==> config.mk <==
export PLATFORM = sky130hd
export DESIGN_NAME = mem_access_ctrl
export DESIGN_NICKNAME = d
export VERILOG_FILES = /design/src/rtl/mem_access_ctrl_pkg.sv /design/src/rtl/mem_timeout_cnt.sv /design/src/rtl/mem_access_ctrl.sv
export SDC_FILE = /design/constraint.sdc
export NUM_CORES = 1
export LEC_CHECK = 0
export ABC_AREA = 1
export CAP_MARGIN = 25
export CORE_AREA = 2 2 215 217
export CTS_BUF_LIST = sky130_fd_sc_hd__clkbuf_8 sky130_fd_sc_hd__clkbuf_16
export DETAILED_ROUTE_END_ITERATION = 7
export DIE_AREA = 0 0 217 219
export PLACE_DENSITY = 0.63
export SLEW_MARGIN = 20
export SYNTH_ARGS = -nofsm -noshare
export SYNTH_HDL_FRONTEND = slang
export SYNTH_SLANG_ARGS = --single-unit
==> constraint.sdc <==
create_clock -name clk_i -period 14.15 [get_ports clk_i]
set_input_delay 2.83 -clock clk_i [delete_from_list [all_inputs] [get_ports clk_i]]
set_output_delay 2.83 -clock clk_i [all_outputs]
set_load 0.02 [all_outputs]
==> src/rtl/mem_access_ctrl_pkg.sv <==
// Shared types and constants for the MEM-stage access controller.
package mem_access_ctrl_pkg;

  typedef enum logic {
    StIdle = 1'b0,
    StBusy = 1'b1
  } state_e;

  localparam logic [1:0]  AlignMask = 2'b00;
  localparam logic [31:0] NopWord   = 32'h0;

endpackage

==> src/rtl/mem_timeout_cnt.sv <==
// Clearable up-counter with terminal-count flag; times how long an access waits for ack.
module mem_timeout_cnt #(
  parameter int unsigned TIMEOUT = 64,
  parameter int unsigned W       = $clog2(TIMEOUT)
) (
  input  logic clk_i,
  input  logic rst_i,
  input  logic clr_i,
  input  logic en_i,
  output logic tc_o
);

  localparam logic [W-1:0] TcVal = W'(TIMEOUT - 1);

  logic [W-1:0] r_cnt;

  always_ff @(posedge clk_i or posedge rst_i) begin
    if (rst_i) begin
      r_cnt <= '0;
    end else if (clr_i) begin
      r_cnt <= '0;
    end else if (en_i) begin
      r_cnt <= r_cnt + W'(1);
    end
  end

  assign tc_o = (r_cnt == TcVal);

endmodule

==> src/rtl/mem_access_ctrl.sv <==
// MEM-stage engine: issues one outstanding data-memory access at a time, stalls the
// front of the pipe while it waits, and aborts accesses that never see an ack.
module mem_access_ctrl
  import mem_access_ctrl_pkg::*;
#(
  parameter int unsigned TIMEOUT = 64,
  parameter int unsigned AW      = 32
) (
  input  logic          clk_i,
  input  logic          rst_i,
  input  logic [31:0]   pc_i,
  input  logic [31:0]   instr_i,
  input  logic [31:0]   ALUResult_i,
  input  logic [31:0]   VALUResult_i,
  input  logic [31:0]   RDData_i,
  input  logic [4:0]    RDaddr_i,
  input  logic          RegWrite_i,
  input  logic          MemToReg_i,
  input  logic          MemRead_i,
  input  logic          MemWrite_i,
  output logic          mem_req_o,
  output logic          mem_we_o,
  output logic [AW-1:0] mem_addr_o,
  output logic [31:0]   mem_wdata_o,
  input  logic          mem_ack_i,
  input  logic [31:0]   mem_rdata_i,
  output logic          stall_o,
  output logic [31:0]   pc_o,
  output logic [31:0]   instr_o,
  output logic [31:0]   ALUResult_o,
  output logic [31:0]   VALUResult_o,
  output logic [31:0]   MemData_o,
  output logic [4:0]    RDaddr_o,
  output logic          RegWrite_o,
  output logic          MemToReg_o,
  output logic          err_o
);

  state_e        r_state;
  logic          r_req, r_we, r_err;
  logic [AW-1:0] r_addr;
  logic [31:0]   r_wdata;
  logic [31:0]   r_l_pc, r_l_instr, r_l_alu, r_l_valu;
  logic [4:0]    r_l_rd;
  logic          r_l_rw, r_l_m2r;
  logic [31:0]   r_pc, r_instr, r_alu, r_valu, r_mdata;
  logic [4:0]    r_rd;
  logic          r_rw, r_m2r;

  logic w_memop, w_misaligned, w_issue, w_busy, w_tc, w_done;

  assign w_memop      = MemRead_i | MemWrite_i;
  assign w_misaligned = w_memop & (ALUResult_i[1:0] != AlignMask);
  assign w_busy       = (r_state == StBusy);
  assign w_issue      = ~w_busy & w_memop & ~w_misaligned;
  assign w_done       = w_busy & (mem_ack_i | w_tc);

  // Reset gates the combinational stall so it drops with everything else.
  assign stall_o = ~rst_i & (w_busy ? ~(mem_ack_i | w_tc) : w_issue);

  mem_timeout_cnt #(
    .TIMEOUT(TIMEOUT)
  ) u_timeout_cnt (
    .clk_i (clk_i),
    .rst_i (rst_i),
    .clr_i (~w_busy | mem_ack_i | w_tc),
    .en_i  (w_busy),
    .tc_o  (w_tc)
  );

  always_ff @(posedge clk_i or posedge rst_i) begin
    if (rst_i) begin
      r_state   <= StIdle;
      r_req     <= 1'b0;
      r_we      <= 1'b0;
      r_err     <= 1'b0;
      r_addr    <= '0;
      r_wdata   <= NopWord;
      r_l_pc    <= NopWord;
      r_l_instr <= NopWord;
      r_l_alu   <= NopWord;
      r_l_valu  <= NopWord;
      r_l_rd    <= '0;
      r_l_rw    <= 1'b0;
      r_l_m2r   <= 1'b0;
      r_pc      <= NopWord;
      r_instr   <= NopWord;
      r_alu     <= NopWord;
      r_valu    <= NopWord;
      r_mdata   <= NopWord;
      r_rd      <= '0;
      r_rw      <= 1'b0;
      r_m2r     <= 1'b0;
    end else if (!w_busy) begin
      if (w_issue) begin
        r_state   <= StBusy;
        r_req     <= 1'b1;
        r_we      <= MemWrite_i;
        r_addr    <= AW'(ALUResult_i);
        r_wdata   <= RDData_i;
        r_l_pc    <= pc_i;
        r_l_instr <= instr_i;
        r_l_alu   <= ALUResult_i;
        r_l_valu  <= VALUResult_i;
        r_l_rd    <= RDaddr_i;
        r_l_rw    <= RegWrite_i;
        r_l_m2r   <= MemToReg_i;
        r_pc      <= NopWord;
        r_instr   <= NopWord;
        r_alu     <= NopWord;
        r_valu    <= NopWord;
        r_mdata   <= NopWord;
        r_rd      <= '0;
        r_rw      <= 1'b0;
        r_m2r     <= 1'b0;
      end else begin
        r_pc    <= pc_i;
        r_instr <= instr_i;
        r_alu   <= ALUResult_i;
        r_valu  <= VALUResult_i;
        r_mdata <= NopWord;
        r_rd    <= RDaddr_i;
        r_rw    <= RegWrite_i & ~w_misaligned;
        r_m2r   <= MemToReg_i;
        if (w_misaligned) r_err <= 1'b1;
      end
    end else if (w_done) begin
      // Ack beats a coincident timeout; only a pure timeout suppresses the write-back.
      r_state <= StIdle;
      r_req   <= 1'b0;
      r_we    <= 1'b0;
      r_pc    <= r_l_pc;
      r_instr <= r_l_instr;
      r_alu   <= r_l_alu;
      r_valu  <= r_l_valu;
      r_rd    <= r_l_rd;
      r_m2r   <= r_l_m2r;
      r_rw    <= r_l_rw & mem_ack_i;
      r_mdata <= (mem_ack_i && !r_we) ? mem_rdata_i : NopWord;
      if (!mem_ack_i) r_err <= 1'b1;
    end else begin
      r_pc    <= NopWord;
      r_instr <= NopWord;
      r_alu   <= NopWord;
      r_valu  <= NopWord;
      r_mdata <= NopWord;
      r_rd    <= '0;
      r_rw    <= 1'b0;
      r_m2r   <= 1'b0;
    end
  end

  assign mem_req_o    = r_req;
  assign mem_we_o     = r_we;
  assign mem_addr_o   = r_addr;
  assign mem_wdata_o  = r_wdata;
  assign pc_o         = r_pc;
  assign instr_o      = r_instr;
  assign ALUResult_o  = r_alu;
  assign VALUResult_o = r_valu;
  assign MemData_o    = r_mdata;
  assign RDaddr_o     = r_rd;
  assign RegWrite_o   = r_rw;
  assign MemToReg_o   = r_m2r;
  assign err_o        = r_err;

endmodule

==> results.md <==
### Run status
* finished clean — result of the run

### Yosys
* 9.20 µm² — mean area per synthesized cell
* 23 — number of distinct library cells after synthesis
* 0 — number of warning messages in the yosys log
* 13400 µm² — mapped cell area
* 64.3% — post-synthesis sequential area ratio
* 1456 — Gate Count Post-Synth
* 1661 — number of nets in the synthesized netlist
* 344 — FF+latch count, synth

### Critical path
* 4.87 ns — data arrival time of the worst path
* clkdlybuf4s50_1 — Critical Path Most Common Cell
* clkdlybuf4s50_1 — cell with the biggest individual delay on the critical path
* ALUResult_o[27] — Critical R2R Capture
* r_state — launching point of the worst reg2reg path
* 6 — depth of the most critical reg-to-reg path
* 33 — maximum fanout encountered on the critical timing path
* primary input — sort of element at the start of the critical path
* primary output — category of the worst setup path capture point
* primary input to primary output — critical path type
* 11.32 ns — Required @ worst endpoint
* clkdlybuf4s50_1 -> nor2_1 -> nand3_4 -> a21oi_1 -> clkdlybuf4s50_1 — cells along the critical path
* 10.85 ns — r2r setup slk
* 0.63 ns — Largest stage delay, worst path

### Job
* 0 — max-capacitance violation count

### Layout
* 4.38% — share of final-layout standard cells stronger than drive strength 1
* 45.0% — area growth from synthesis to layout
* 8610 µm² — Sequential cell area
* 2051 — Layout Nets
* 4100 µm² — combined area of the multi-input logic cells
* 4370 — number of fill cells

### Timing
* 1.05 ns — transition at the pin with the smallest max-transition slack
* 7.70 ns — fin crit period
* 54.4% — period utilization
* 0.130 GHz — Achievable Freq
* 0 — count of final hold-check violations
* 0 ns — post-route setup TNS
* 0 — final-report setup violation count
* 0 — final-report max-slew violation count
* false — setup repair after global routing missed its margin
* 29.9% — worst relative slew slack
* 0.00754 ns — worst clock skew

### Clocking
* 2 — depth of the CTS H-tree
* 0 — hold-fix buffers at CTS
* 344 — number of clock sinks
* clkbuf_16 — Clock Tree Root
* 0.06 ns — register clock-pin slew on the reported worst setup and hold paths
* 0 — total of cells resized after clock tree synthesis
* 40 — cts bufs inserted
* 0.54 ns — clock latency of the later-clocked register in the worst-skew pair
* 3 — Max Buffers Root-to-Sink
* 0 — number of setup buffers added after CTS
* done — clock tree from TritonCTS

### Placed design
* 438 — number of I/O port buffers
* 25800 µm — DPL Wire Length
* 0.780 — Final GP Congestion

### Drt
* 0 — number of routed nets with antenna violations
* 11400 — total via count after detailed routing
* 16.4 µm — wire per inst
* 920 — first-iteration detailed-routing DRC count
* 4.61 — mean number of vias per cell
* 40600 µm — Total Wirelength
* 0 — drc violations
* 5 — Pre-antenna DRT Iters

### Global route
* 16.8% — all-layer global routing usage
* 11100 — number of global-route vias before repair
* 0 — overall overflow remaining after global route
* 63400 µm — global-route wire length before repair
* 1 — antenna violations before repair
* 145 — pin count of the biggest net entering global routing

### Power
* 34.8% — clock network power share
* 0.0853 mV — peak supply drop
* 0.822 mW — switching component of the power
* 2.80 mW — Final Power
* 144 nW/µm² — power density relative to cell area
* 1.98 mW — internal power
* 9.66 nW — leakage power summed over all cells
* 29.4% — net switching fraction of the power
* 22.0% — combinational power share
* 43.2% — power share of the sequential group

### Die
* 78 — number of standard-cell rows in the floorplan
* 439 — ports placed on the boundary
* 45100 µm² — area of the core
* 219 µm — die extent in y
* 47500 µm² — area of the die
* 29.7% — effective utilization at floorplan
* 217 µm — die span in x

### Min path
* r_l_pc[5] — Worst Hold Launch
* 2 — Worst Hold Path Cells
* r_l_pc[5] — sink of the worst hold path
* flop to flop — worst min-delay path category

[metrics by stage]
step	area, µm²	hold WS [ns]	setup slack (ns)	instances	utilization, %
after floorplan	13400	0.432	1.78	1456	-
after global placement	18100	0.447	6.43	2402	40.2
after detailed placement	18200	0.464	6.41	2403	40.3
after CTS	19400	0.481	6.40	2470	43.0
after global routing	19400	0.494	6.31	2472	43.1
final	19400	0.477	6.45	2472	43.1
[how the worst max path moves through the flow]
stage | startpoint | end | slack, ns
2_1_floorplan | rst_i | ALUResult_o[0] | 1.78
3_3_place_gp | ALUResult_i[0] | stall_o | 6.43
3_5_place_dp | ALUResult_i[0] | stall_o | 6.41
4_1_cts | ALUResult_i[0] | stall_o | 6.40
5_1_grt | ALUResult_i[0] | stall_o | 6.31
6_report | ALUResult_i[0] | stall_o | 6.45
[cell families (layout without fill, tap and decap cells)]
| kind of cell | Yosys count | count (layout) | share of synthesized area, % |
|---|---|---|---|
| buf+inv | 154 | 569 | 5.37 |
| xor+xnor | 2 | 2 | 0.131 |
| compound gates | 18 | 18 | 0.729 |
| simple gates | 937 | 937 | 29.4 |
| other cells | 0 | 1 | 0 |
| flops | 344 | 344 | 64.3 |
| fa+ha+maj | 1 | 1 | 0.0934 |
[cells in the mapped netlist]
cell type,n,area share (%)
nand3_1,267,10
a21oi_1,2,0.075
o31ai_1,1,0.056
inv_1,47,1.3
o21bai_1,1,0.056
buf_1,15,0.42
xnor2_1,1,0.065
o211ai_1,1,0.056
nand2_1,625,18
buf_2,53,2.0
buf_6,9,0.76
ha_1,1,0.093
nor2_1,11,0.31
nand4_1,32,1.5
inv_2,2,0.056
buf_4,2,0.11
o21ai_1,6,0.22
nand3_2,1,0.075
dfrtp_1,344,64
clkbuf_1,26,0.73
xor2_1,1,0.065
nand2_2,1,0.047
o21ai_0,7,0.26
[cells in the final DEF, fill, tap and decap left out, drive strengths merged, types with 2 or more instances in the layout]
cell and instances:
nand2 626, clkdlybuf4s50 438, dfrtp 344, nand3 268
inv 58, clkbuf 46, nand4 32, buf 15
o21ai 13, nor2 11, clkinv 9, a21oi 2
clkinvlp 2
[state kept, by name, indices dropped and copies added, names as in the netlist]
signal,flops
ALUResult_o,32
MemData_o,32
VALUResult_o,32
instr_o,32
mem_wdata_o,32
pc_o,32
r_l_alu,32
r_l_instr,32
r_l_pc,32
r_l_valu,32
u_timeout_cnt.r_cnt,6
RDaddr_o,5
r_l_rd,5
MemToReg_o,1
RegWrite_o,1
err_o,1
mem_req_o,1
mem_we_o,1
r_l_m2r,1
r_l_rw,1
r_state,1
[power by group through the flow]
| stage | logic [mW] | registers (mW) | clock network (mW) |
|---|---|---|---|
| final | 0.615 | 1.21 | 0.974 |
| after global routing | 0.672 | 1.23 | 1.05 |
| after CTS | 0.624 | 1.21 | 1.01 |
| after detailed placement | 0.621 | 1.22 | 0 |
| after global placement | 0.614 | 1.22 | 0 |
| after floorplan | 0.202 | 1.32 | 0 |
[layer usage]
layer / vias up / global-route usage, % / part of all wire [%]
met5: - / 0 / 0
met4: 0 / 4.45 / 2.0
met3: 58 / 5.64 / 8.7
met2: 394 / 27.3 / 47
met1: 5527 / 21.5 / 42
li1: 5414 / - / -
[critical path: cells and delay by family]
| family | cells | cell delay (ns) |
|---|---|---|
| AOI/OAI and AO/OA | 1 | 0.30 |
| and+or+nand+nor | 2 | 0.65 |
| buffers and inverters | 2 | 1.08 |
[final cells by class]
cell class,count,area share [%]
Antenna cell,1,0.0129
Clock buffer,46,5.64
Clock inverter,21,0.689
Inverter,49,1.05
Multi-Input combinational cell,958,21.1
Sequential cell,344,44.3
Tap cell,600,3.86
Timing Repair Buffer,453,23.3
Power figures use the tool's default switching activity.
